File: config.mk
export PLATFORM = sky130hd
export DESIGN_NAME = vx_dcr_boot_ctrl_flat
export DESIGN_NICKNAME = d
export VERILOG_FILES = /design/src/rtl/vx_dcr_boot_pkg.sv /design/src/rtl/vx_dcr_boot_ctrl_if.sv /design/src/rtl/vx_dcr_bank.sv /design/src/rtl/vx_dcr_boot_ctrl.sv /design/src/flat_wrapper.sv
export SDC_FILE = /design/constraint.sdc
export NUM_CORES = 1
export LEC_CHECK = 0
export ABC_AREA = 0
export BUFFER_PORTS_ARGS = -buffer_cell sky130_fd_sc_hd__buf_2
export CAP_MARGIN = 40
export CORE_MARGIN = 2
export CORE_UTILIZATION = 56
export CTS_CLUSTER_SIZE = 30
export DETAILED_ROUTE_END_ITERATION = 10
export GPL_TIMING_DRIVEN = 0
export HOLD_SLACK_MARGIN = 0.1
export PLACE_DENSITY = 0.93
export SLEW_MARGIN = 20
export SYNTH_ARGS = -nofsm -noshare
export SYNTH_HDL_FRONTEND = slang
export SYNTH_SLANG_ARGS = --single-unit
File: constraint.sdc
create_clock -name clk -period 4.85 [get_ports clk]
set_clock_uncertainty 0.05 [all_clocks]
set_input_delay 0.97 -clock clk [delete_from_list [all_inputs] [get_ports clk]]
set_output_delay 0.97 -clock clk [all_outputs]
set_load 0.1 [all_outputs]
File: src/rtl/vx_dcr_boot_pkg.sv
// Shared definitions for the DCR boot controller: DCR map, FSM states, counter widths.
// Latency: n/a (declarations only).
// Backpressure: n/a.
package vx_dcr_boot_pkg;

  localparam int DCR_ADDR_W = 12;
  localparam int DCR_DATA_W = 32;
  localparam int MPM_W      = 8;
  localparam int CYCLES_W   = 44;

  // Startup register map
  localparam logic [DCR_ADDR_W-1:0] DCR_ADDR0     = 12'h001;
  localparam logic [DCR_ADDR_W-1:0] DCR_ADDR1     = 12'h002;
  localparam logic [DCR_ADDR_W-1:0] DCR_ARG0      = 12'h003;
  localparam logic [DCR_ADDR_W-1:0] DCR_ARG1      = 12'h004;
  localparam logic [DCR_ADDR_W-1:0] DCR_MPM_CLASS = 12'h005;

  typedef enum logic [2:0] {
    ST_IDLE,
    ST_RESET,
    ST_BUSY_WAIT,
    ST_RUN,
    ST_DONE
  } state_e;

  // Bits needed to count 0..n-1, never less than one bit.
  function automatic int cnt_w(input int n);
    return (n <= 2) ? 1 : $clog2(n);
  endfunction

endpackage

File: src/rtl/vx_dcr_boot_ctrl_if.sv
// Host/core-facing signal bundle of the DCR boot controller.
// Latency: n/a (wires only).
// Backpressure: none; DCR writes are fire-and-forget strobes.
interface vx_dcr_boot_ctrl_if;
  import vx_dcr_boot_pkg::*;

  logic                  dcr_wr_valid;
  logic [DCR_ADDR_W-1:0] dcr_wr_addr;
  logic [DCR_DATA_W-1:0] dcr_wr_data;
  logic                  start;
  logic                  vx_busy;
  logic                  vx_reset;
  logic [63:0]           startup_addr;
  logic [63:0]           startup_arg;
  logic [MPM_W-1:0]      mpm_class;
  logic                  running;
  logic                  done;
  logic                  timeout;
  logic                  dcr_err;
  logic [CYCLES_W-1:0]   cycles;

  // Host shim plus core busy source
  modport master (
    output dcr_wr_valid, dcr_wr_addr, dcr_wr_data, start, vx_busy,
    input  vx_reset, startup_addr, startup_arg, mpm_class,
    input  running, done, timeout, dcr_err, cycles
  );

  // Boot controller
  modport slave (
    input  dcr_wr_valid, dcr_wr_addr, dcr_wr_data, start, vx_busy,
    output vx_reset, startup_addr, startup_arg, mpm_class,
    output running, done, timeout, dcr_err, cycles
  );

endinterface

File: src/rtl/vx_dcr_bank.sv
// Startup DCR bank: decodes host writes into five registers, flags illegal writes.
// Latency: a write at edge t is visible on the outputs after t.
// Backpressure: none; writes outside IDLE or to unknown addresses are dropped and flagged.
module vx_dcr_bank
  import vx_dcr_boot_pkg::*;
(
  input  logic                  clk,
  input  logic                  resetn,
  input  logic                  idle_i,
  input  logic                  wr_vld_i,
  input  logic [DCR_ADDR_W-1:0] wr_addr_i,
  input  logic [DCR_DATA_W-1:0] wr_data_i,
  output logic [63:0]           startup_addr_o,
  output logic [63:0]           startup_arg_o,
  output logic [MPM_W-1:0]      mpm_class_o,
  output logic                  dcr_err_o
);

  logic [DCR_DATA_W-1:0] addr0_q, addr1_q, arg0_q, arg1_q;
  logic [MPM_W-1:0]      mpm_q;
  logic                  err_q;

  // Commit legal writes while IDLE; anything else sets the sticky error flag.
  always_ff @(posedge clk) begin
    if (!resetn) begin
      addr0_q <= '0;
      addr1_q <= '0;
      arg0_q  <= '0;
      arg1_q  <= '0;
      mpm_q   <= '0;
      err_q   <= 1'b0;
    end else if (wr_vld_i) begin
      if (!idle_i) begin
        err_q <= 1'b1;
      end else begin
        unique case (wr_addr_i)
          DCR_ADDR0:     addr0_q <= wr_data_i;
          DCR_ADDR1:     addr1_q <= wr_data_i;
          DCR_ARG0:      arg0_q  <= wr_data_i;
          DCR_ARG1:      arg1_q  <= wr_data_i;
          DCR_MPM_CLASS: mpm_q   <= wr_data_i[MPM_W-1:0];
          default:       err_q   <= 1'b1;
        endcase
      end
    end
  end

  assign startup_addr_o = {addr1_q, addr0_q};
  assign startup_arg_o  = {arg1_q, arg0_q};
  assign mpm_class_o    = mpm_q;
  assign dcr_err_o      = err_q;

endmodule

File: src/rtl/vx_dcr_boot_ctrl.sv
// Core boot sequencer: holds vx_reset for RESET_DELAY cycles, waits for busy, times the kernel.
// Latency: running after 1 edge from start, vx_reset drops RESET_DELAY edges after start, done 1 edge after busy falls.
// Backpressure: start is only sampled in IDLE; starts arriving elsewhere are dropped, not queued.
module vx_dcr_boot_ctrl
  import vx_dcr_boot_pkg::*;
#(
  parameter int RESET_DELAY  = 8,
  parameter int BUSY_TIMEOUT = 1024
) (
  input  logic clk,
  input  logic resetn,
  vx_dcr_boot_ctrl_if.slave bus
);

  // One counter serves both the reset hold and the busy wait, sized for the longer.
  localparam int DLY_W = cnt_w(RESET_DELAY);
  localparam int TMO_W = cnt_w(BUSY_TIMEOUT);
  localparam int CNT_W = (DLY_W > TMO_W) ? DLY_W : TMO_W;

  localparam logic [CNT_W-1:0] DLY_LAST = CNT_W'(RESET_DELAY - 1);
  localparam logic [CNT_W-1:0] TMO_LAST = CNT_W'(BUSY_TIMEOUT - 1);

  state_e              state_q;
  logic [CNT_W-1:0]    cnt_q;
  logic [CNT_W-1:0]    cnt_d;
  logic [CYCLES_W-1:0] cycles_q;
  logic [CYCLES_W-1:0] cycles_d;
  logic                vx_reset_q;
  logic                running_q;
  logic                done_q;
  logic                timeout_q;

  // Kernel cycle count saturates instead of wrapping.
  assign cycles_d = (&cycles_q) ? cycles_q : cycles_q + CYCLES_W'(1);
  assign cnt_d    = cnt_q + CNT_W'(1);

  // Boot FSM with all outputs registered alongside the state.
  always_ff @(posedge clk) begin
    if (!resetn) begin
      state_q    <= ST_IDLE;
      cnt_q      <= '0;
      cycles_q   <= '0;
      vx_reset_q <= 1'b1;
      running_q  <= 1'b0;
      done_q     <= 1'b0;
      timeout_q  <= 1'b0;
    end else begin
      done_q <= 1'b0;
      unique case (state_q)
        ST_IDLE: begin
          if (bus.start) begin
            state_q    <= ST_RESET;
            cnt_q      <= '0;
            cycles_q   <= '0;
            timeout_q  <= 1'b0;
            running_q  <= 1'b1;
            vx_reset_q <= 1'b1;
          end
        end
        ST_RESET: begin
          if (cnt_q == DLY_LAST) begin
            state_q    <= ST_BUSY_WAIT;
            cnt_q      <= '0;
            vx_reset_q <= 1'b0;
          end else begin
            cnt_q <= cnt_d;
          end
        end
        ST_BUSY_WAIT: begin
          cycles_q <= cycles_d;
          // A busy seen on the last wait cycle still counts as a launch.
          if (bus.vx_busy) begin
            state_q <= ST_RUN;
          end else if (cnt_q == TMO_LAST) begin
            state_q    <= ST_DONE;
            timeout_q  <= 1'b1;
            vx_reset_q <= 1'b1;
            running_q  <= 1'b0;
            done_q     <= 1'b1;
          end else begin
            cnt_q <= cnt_d;
          end
        end
        ST_RUN: begin
          cycles_q <= cycles_d;
          if (!bus.vx_busy) begin
            state_q    <= ST_DONE;
            vx_reset_q <= 1'b1;
            running_q  <= 1'b0;
            done_q     <= 1'b1;
          end
        end
        ST_DONE: begin
          state_q <= ST_IDLE;
        end
        default: begin
          state_q    <= ST_IDLE;
          vx_reset_q <= 1'b1;
          running_q  <= 1'b0;
        end
      endcase
    end
  end

  vx_dcr_bank u_bank (
    .clk            (clk),
    .resetn         (resetn),
    .idle_i         (state_q == ST_IDLE),
    .wr_vld_i       (bus.dcr_wr_valid),
    .wr_addr_i      (bus.dcr_wr_addr),
    .wr_data_i      (bus.dcr_wr_data),
    .startup_addr_o (bus.startup_addr),
    .startup_arg_o  (bus.startup_arg),
    .mpm_class_o    (bus.mpm_class),
    .dcr_err_o      (bus.dcr_err)
  );

  assign bus.vx_reset = vx_reset_q;
  assign bus.running  = running_q;
  assign bus.done     = done_q;
  assign bus.timeout  = timeout_q;
  assign bus.cycles   = cycles_q;

endmodule
File: src/flat_wrapper.sv
// flat-port wrapper written by rule: the top's interface ports become plain ports
module vx_dcr_boot_ctrl_flat import vx_dcr_boot_pkg::*;
#(
  parameter int RESET_DELAY  = 8,
  parameter int BUSY_TIMEOUT = 1024
)
  (clk, resetn, bus_dcr_wr_valid, bus_dcr_wr_addr, bus_dcr_wr_data, bus_start, bus_vx_busy, bus_vx_reset, bus_startup_addr, bus_startup_arg, bus_mpm_class, bus_running, bus_done, bus_timeout, bus_dcr_err, bus_cycles);
  vx_dcr_boot_ctrl_if bus_i ();
  input  logic clk;
  input  logic resetn;
  input wire logic [$bits(bus_i.dcr_wr_valid)-1:0] bus_dcr_wr_valid;
  input wire logic [$bits(bus_i.dcr_wr_addr)-1:0] bus_dcr_wr_addr;
  input wire logic [$bits(bus_i.dcr_wr_data)-1:0] bus_dcr_wr_data;
  input wire logic [$bits(bus_i.start)-1:0] bus_start;
  input wire logic [$bits(bus_i.vx_busy)-1:0] bus_vx_busy;
  output wire logic [$bits(bus_i.vx_reset)-1:0] bus_vx_reset;
  output wire logic [$bits(bus_i.startup_addr)-1:0] bus_startup_addr;
  output wire logic [$bits(bus_i.startup_arg)-1:0] bus_startup_arg;
  output wire logic [$bits(bus_i.mpm_class)-1:0] bus_mpm_class;
  output wire logic [$bits(bus_i.running)-1:0] bus_running;
  output wire logic [$bits(bus_i.done)-1:0] bus_done;
  output wire logic [$bits(bus_i.timeout)-1:0] bus_timeout;
  output wire logic [$bits(bus_i.dcr_err)-1:0] bus_dcr_err;
  output wire logic [$bits(bus_i.cycles)-1:0] bus_cycles;
  assign bus_i.dcr_wr_valid = bus_dcr_wr_valid;
  assign bus_i.dcr_wr_addr = bus_dcr_wr_addr;
  assign bus_i.dcr_wr_data = bus_dcr_wr_data;
  assign bus_i.start = bus_start;
  assign bus_i.vx_busy = bus_vx_busy;
  assign bus_vx_reset = bus_i.vx_reset;
  assign bus_startup_addr = bus_i.startup_addr;
  assign bus_startup_arg = bus_i.startup_arg;
  assign bus_mpm_class = bus_i.mpm_class;
  assign bus_running = bus_i.running;
  assign bus_done = bus_i.done;
  assign bus_timeout = bus_i.timeout;
  assign bus_dcr_err = bus_i.dcr_err;
  assign bus_cycles = bus_i.cycles;
  vx_dcr_boot_ctrl #(.RESET_DELAY(RESET_DELAY), .BUSY_TIMEOUT(BUSY_TIMEOUT)) u_core (.clk(clk), .resetn(resetn), .bus(bus_i));
endmodule
Word-level counts from Yosys, hierarchy flattened
Index checks and enable logic that the tools add are counted.
Widths: inputs -> output; s select.
{ "op_classes": {"add_sub_neg": 2, "n_mux": 32, "eq_ne": 20, "reduce_logical": 20, "bitwise": 2} }
{ "op_table": {"columns": ["cell", "n"], "rows": [
  ["$mux 44", 2],
  ["$pmux 44 s2", 1],
  ["$add 44x1->44 const B", 1],
  ["$reduce_and 44->1", 1],
  ["$mux 10", 4],
  ["$pmux 10 s3", 1],
  ["$eq 12x2->1 const B", 2],
  ["$eq 12x3->1 const B", 2],
  ["$reduce_and 3->1", 6],
  ["$mux 3", 5],
  ["$mux 1", 14],
  ["$eq 12x1->1 const B", 1],
  ["$ne 2x2->1 const B", 6],
  ["$pmux 3 s4", 1],
  ["$reduce_and 4->1", 3],
  ["$add 10x1->10 const B", 1],
  ["$eq 10x10->1 const B", 1],
  ["$eq 10x3->1 const B", 1],
  ["$eq 3x2->1 const B", 2],
  ["$reduce_and 6->1", 1],
  ["$pmux 1 s5", 1],
  ["$reduce_and 5->1", 1],
  ["$reduce_or 5->1", 1],
  ["$ne 2x1->1 const B", 2],
  ["11 further kinds", 15]
]} }
{ "totals": {"out_inout_bits": 185, "word_cells": 89, "reg_bits": 198, "inputBits": 49} }

Logic depth before layout (Yosys ltp)
{ "logic_depth": {"ltp_word": 4, "mapped_depth": 9, "ltp_nobuf": 7} }

Modules after synthesis
Synthesis repeated with hierarchy kept, for this count alone.
{ "unflattened": {"cells_unflattened": 960, "area_unflattened_um2": 8817.2} }
{ "modules_own_cells": {"columns": ["module", "seq_area_each_um2", "cells_each", "area_per_inst_um2", "instances"], "rows": [
  ["vx_dcr_bank", 2742.6, 493, 5083.6, 1],
  ["vx_dcr_boot_ctrl", 1221.2, 467, 3733.6, 1]
]} }

Least setup slack after synthesis
OpenSTA, ideal clock, no wires.
{ "synth_path": {"path_type": "register to register", "start": "reg u_core.cycles_q[0] (netlist: u_core.bus.cycles[0])", "end": "reg u_core.cycles_q[40] (netlist: u_core.bus.cycles[40])", "n_path_buf": 0, "setup_time_ps": 116, "period_less_slack_ps": 3108, "arrival_ps": 2942, "setup_slack_ps": 1742, "t_required_ps": 4684, "path_stages_with_launch": 8, "cell_sequence": "dfxtp_1 > ha_1 > nand3_1 > or4_4 > nor4_4 > nand4_1 > a21o_1 > a21o_1"} }
{ "synth_between": {"elab_chain_cells": 3, "word_cells_on_any_way": 6, "cone_classes": "add/sub: 1; eq/ne: 1; mux: 2; reduce/logical: 2"} }
{ "synth_rtl": {"columns": ["item", "line", "text"], "rows": [
  ["start: declaration", "vx_dcr_boot_ctrl.sv:26", "logic [CYCLES_W-1:0] cycles_q;"],
  ["start signal: assignment", "vx_dcr_boot_ctrl.sv:70", "cycles_q <= cycles_d;"],
  ["start signal: assignment", "vx_dcr_boot_ctrl.sv:85", "cycles_q <= cycles_d;"],
  ["$add 44x1->44 or $reduce_and 44->1 (tied branches)", "vx_dcr_boot_ctrl.sv:34", "assign cycles_d = (&cycles_q) ? cycles_q : cycles_q + CYCLES_W'(1);"],
  ["$mux 44 or $ne 2x2->1 (tied branches)", null, null],
  ["$pmux 44 s2 or $reduce_and 3->1 (tied branches)", null, null]
]} }
Several ways; a longest one is shown, not always the timed one. The select of a mux whose other input is x is not followed.
A chain may end at the register's enable or synchronous reset.

Final worst setup path
{ "layout_path": {"start": "reg u_core.cycles_q[0] (netlist: u_core.bus.cycles[0])", "end": "reg u_core.cycles_q[39] (netlist: u_core.bus.cycles[39])"} }
Same word-level chain as after synthesis.

==> summary by stage <==
Die
The number of placement rows is 43. The total I/O pin count is between 200 and 250. The floorplan die height is ~120 um.

Measured along the x axis, the die boundary spans about 120 um. For this configuration, the core starts out at a cell density of approximately 58%. The floorplan die area is around 15,000 um2. The total area inside the core boundary comes to 14,000 um2.

Worst setup path
Data arrives at the worst endpoint at between 3 and 4 ns. For this run, the slowest stage of the critical path takes 0.61 ns. The kind of cell adding the most delay to the critical path is simple AND/OR/NAND/NOR gates. STA puts the critical path data required time at 5.15 ns. The worst setup path is of the reg2reg kind.

The count of buffer and inverter cells on the critical path is 1. The critical path capture point type is a flip-flop. The signal on the critical path passes through ha_1 > nand3_1 > nor4_2 > nand4_2 > a211oi_2 > buf_2 > o21ai_0 > o31ai_1.

The maximum fanout count along the critical path is 10. The startpoint type of the worst setup path is a flip-flop. The largest individual stage delay along the critical path comes from the cell sky130_fd_sc_hd__a211oi_2.

Clock network
In this run, post-CTS hold repair placed 0 buffers. The buffer count from post-CTS setup fixing is 0. The clock-pin slew reported for the worst setup and hold paths after clock tree synthesis is ~0.07 ns. The clock passes through at most 2 buffers. Clock tree synthesis found a total of slightly below 200 sinks. The clock network latency to the later pin of the worst-skew pair is 0.44 ns. The clock root buffer is sky130_fd_sc_hd__clkbuf_16. The number of buffers inserted during clock tree synthesis is 17.

After clock tree synthesis, the repair step resized 0 gates. The CTS tree is built. The H-tree was split into 4 levels.

Timing
For the pin with the worst max-slew slack, the measured transition is 0.823 ns. The max-slew violation count is 0. After layout, the worst path uses approximately three fifths of the clock period. The accumulated negative setup slack is 0 ns. Setup repair after global routing left no endpoint under its margin. The final count of hold timing violations is 0.

Measured against its own limit, the worst slew margin works out to between 40 and 50%. The maximum clock rate is between 300 and 400 MHz. For the finished layout, the period the worst path requires is just under 3 ns. Setup violations remaining at the end of the flow were counted as 0. The least setup slack across all paths after layout is 1.94 ns.

Global route
For met2 alone, demand over resource in global routing was between 50% and 60%. Summed over all layers, the global routing overflow is 0. Global routing used around 8.6% of the available met3 tracks. The via count of the first global-routing pass was approximately 8,000. The number of antenna violations at the first check in global routing came to 0. The peak-usage layer in the global routing report is met2. The wire length of the first global-routing pass is 40,300 um.

For this run, global-route usage on met1 was measured as between 40% and 50%. The aggregate global-route resource usage is around 34%. Entering global routing, the biggest net connects 18 pins.

Synth
Counting flops and latches in the post-synthesis netlist gives between 150 and 200. For this run, the leading register cell type out of synthesis is sky130_fd_sc_hd__dfxtp_1. In the synthesized netlist the async set-or-reset flop fraction comes to 0%. In this run the cell area of the synthesized design comes to roughly 8100 um2. Yosys printed 0 warnings. The synthesized design devotes to its leading area cell type around half of total area. The leading area contributor after synthesis is sky130_fd_sc_hd__dfxtp_1. The net count after synthesis is ~1,100.

The distinct cell type count of the synthesized netlist is 62. Summing the sequential cell areas from Yosys gives 49.0% of the chip area. A synthesized cell averages about 8 um2.

The number of cells produced by synthesis is ~1,000. Sorting the synthesized cells by area gives the leading types as sky130_fd_sc_hd__dfxtp_1, sky130_fd_sc_hd__nand2_1, sky130_fd_sc_hd__a21oi_1, sky130_fd_sc_hd__nor2_1, sky130_fd_sc_hd__o21ai_0. In this run, synthesis inferred 0 flip-flops with an integrated enable.

Routing
The number of detailed-route iterations in the first pass is 7. Dividing the detail-routed via count by the number of cells gives just over 6. The violation count after the first detailed-route iteration is between 1,000 and 1,500.

After detailed routing, the number of remaining DRC violations is 0. The total wire length is between 20,000 and 30,000 um. The number of nets with antenna violations after detailed routing is 0.

In the final routed layout, each cell accounts on average for around 18 um. The detailed router placed between 8,000 and 9,000 vias in this run.

Pwr
IR analysis of the VDD net gives a maximum drop of between 0.3 and 0.4 mV. Internal power comes to between 2000 and 2500 uW. Combinational logic is responsible for 6.7% of the overall power. Dividing total power by cell area gives a power density of about 320 nW/um2. The switching portion of total power is between 20% and 30%.

The leakage component of the power is between 0.004 and 0.005 uW. Per report_power, the sequential group accounts for ~50% of the total. Summed over all nets, the switching power comes to 820 uW. The clock network is responsible for between 40% and 50% of the overall power.

Layout
The layout overhead on the synthesized area is 24.2%. In the final layout, the multi-input gates occupy ~3800 um2. The number of filler cells placed in the layout is ~1,100. The proportion of layout cells with a drive suffix above 1 is approximately a quarter.

At the end of the flow the core is filled with cells to a little under three quarters. The repair_antennas step left the layout with diodes totalling 0. In the layout the commonest cells are sky130_fd_sc_hd__nand2_1, sky130_fd_sc_hd__buf_2, sky130_fd_sc_hd__dfxtp_1.

The number of nets in the final layout is ~1,300. Leaving out fill and tap cells, the most frequent cell in the layout is sky130_fd_sc_hd__nand2_1. The sequential cells in the finished layout cover a total of roughly 4000 um2.

Placement
Prior to clock tree synthesis, the placed netlist has a worst setup slack of between 1.5 and 2 ns. The number of port buffers is 231. The detailed-placement wirelength estimate is approximately 19,000 um.

The final weighted congestion in routability-driven placement is ~0.99.

Worst hold path
In this run the worst hold path is classified as reg2reg.

Job
The number of max-cap violations is 0.

Status
The run finished with clean final reports.
[power by group through the flow]
stage,Clock (uW),Combinational (uW),Sequential [uW]
CTS,1400,213,1640
global placement,0,208,1680
floorplan,0,99.2,1700
finish,1400,219,1640
global route,1460,233,1640
detailed placement,0,211,1680
[state kept, by name, summed over array words and instances, names as in the netlist]
signal and flops:
u_core.bus.timeout 1, u_core.bus.cycles 44, u_core.u_bank.arg0_q 32, u_core.u_bank.addr0_q 32, u_core.cnt_q 10, u_core.bus.done 1, u_core.bus.vx_reset 1, u_core.bus.running 1
u_core.state_q 3, u_core.u_bank.dcr_err_o 1, u_core.u_bank.mpm_class_o 8, u_core.u_bank.arg1_q 32, u_core.u_bank.addr1_q 32
[metal layers]
metal	vias up	share of wire, %
li1	4046	-
met1	4091	39
met2	558	46
met3	126	9.9
met4	0	4.8
met5	-	0
[path summary, 6_finish.rpt]
check	end	slack (ns)	from	cells after the start
min	u_core.u_bank.addr0_q[19]$_SDFFE_PN0P_	0.40	u_core.u_bank.addr0_q[19]$_SDFFE_PN0P_	2
max	u_core.bus.cycles[39]$_SDFFE_PN0P_	1.94	u_core.bus.cycles[0]$_SDFFE_PN0P_	8
min reg2reg	u_core.u_bank.addr0_q[19]$_SDFFE_PN0P_	0.40	u_core.u_bank.addr0_q[19]$_SDFFE_PN0P_	2
max reg2reg	u_core.bus.cycles[39]$_SDFFE_PN0P_	1.94	u_core.bus.cycles[0]$_SDFFE_PN0P_	8
[kinds of logic (layout without fill, tap and decap cells)]
family / count (synthesis) / in the layout / share of synthesized area, %
adders and majority gates: 2 / 2 / 0.309
DFF: 198 / 198 / 49.0
and+or+nand+nor: 470 / 470 / 26.5
AOI/OAI and AO/OA: 261 / 261 / 18.4
muxes: 10 / 10 / 1.24
xor gates and xnor gates: 6 / 6 / 0.650
buffers and inverters: 72 / 334 / 3.84
[stage by stage]
step / power (uW) / hold slack [ns] / std cells / area, um2
floorplan: 1800 / 0.418 / 1019 / 8090
global placement: 1880 / 0.384 / 1430 / 9470
detailed placement: 1890 / 0.390 / 1430 / 9470
CTS: 3250 / 0.399 / 1461 / 10000
global route: 3330 / 0.418 / 1461 / 10000
finish: 3250 / 0.399 / 1461 / 10000
[final cells by class]
type	instances	share of cell area, %
clock buffers	21	4.59
inverters	5	0.187
repair buffers	231	11.5
multi-input cells	749	38.0
plain buffers	67	2.90
flip-flops and latches	198	39.5
well taps	180	2.24
clock inverters	10	1.12
[worst reg2reg max path: stages (launching register included)]
cell and delay (ns):
sky130_fd_sc_hd__dfxtp_1 0.40, sky130_fd_sc_hd__ha_1 0.24, sky130_fd_sc_hd__nand3_1 0.19, sky130_fd_sc_hd__nor4_2 0.46, sky130_fd_sc_hd__nand4_2 0.27, sky130_fd_sc_hd__a211oi_2 0.61, sky130_fd_sc_hd__buf_2 0.35, sky130_fd_sc_hd__o21ai_0 0.16
sky130_fd_sc_hd__o31ai_1 0.09
[cell usage after synthesis, types with 11 or more instances]
library cell,instances
sky130_fd_sc_hd__nand2_1,293
sky130_fd_sc_hd__dfxtp_1,198
sky130_fd_sc_hd__a21oi_1,157
sky130_fd_sc_hd__nor2_1,50
sky130_fd_sc_hd__clkbuf_1,41
sky130_fd_sc_hd__o21ai_0,37
sky130_fd_sc_hd__nand3_1,30
sky130_fd_sc_hd__buf_2,22
sky130_fd_sc_hd__nand4_1,16
sky130_fd_sc_hd__a31oi_1,13
sky130_fd_sc_hd__nor3_1,13
sky130_fd_sc_hd__and3_1,11
sky130_fd_sc_hd__o31ai_1,11
Note: power is estimated with default switching activity, not from simulation.
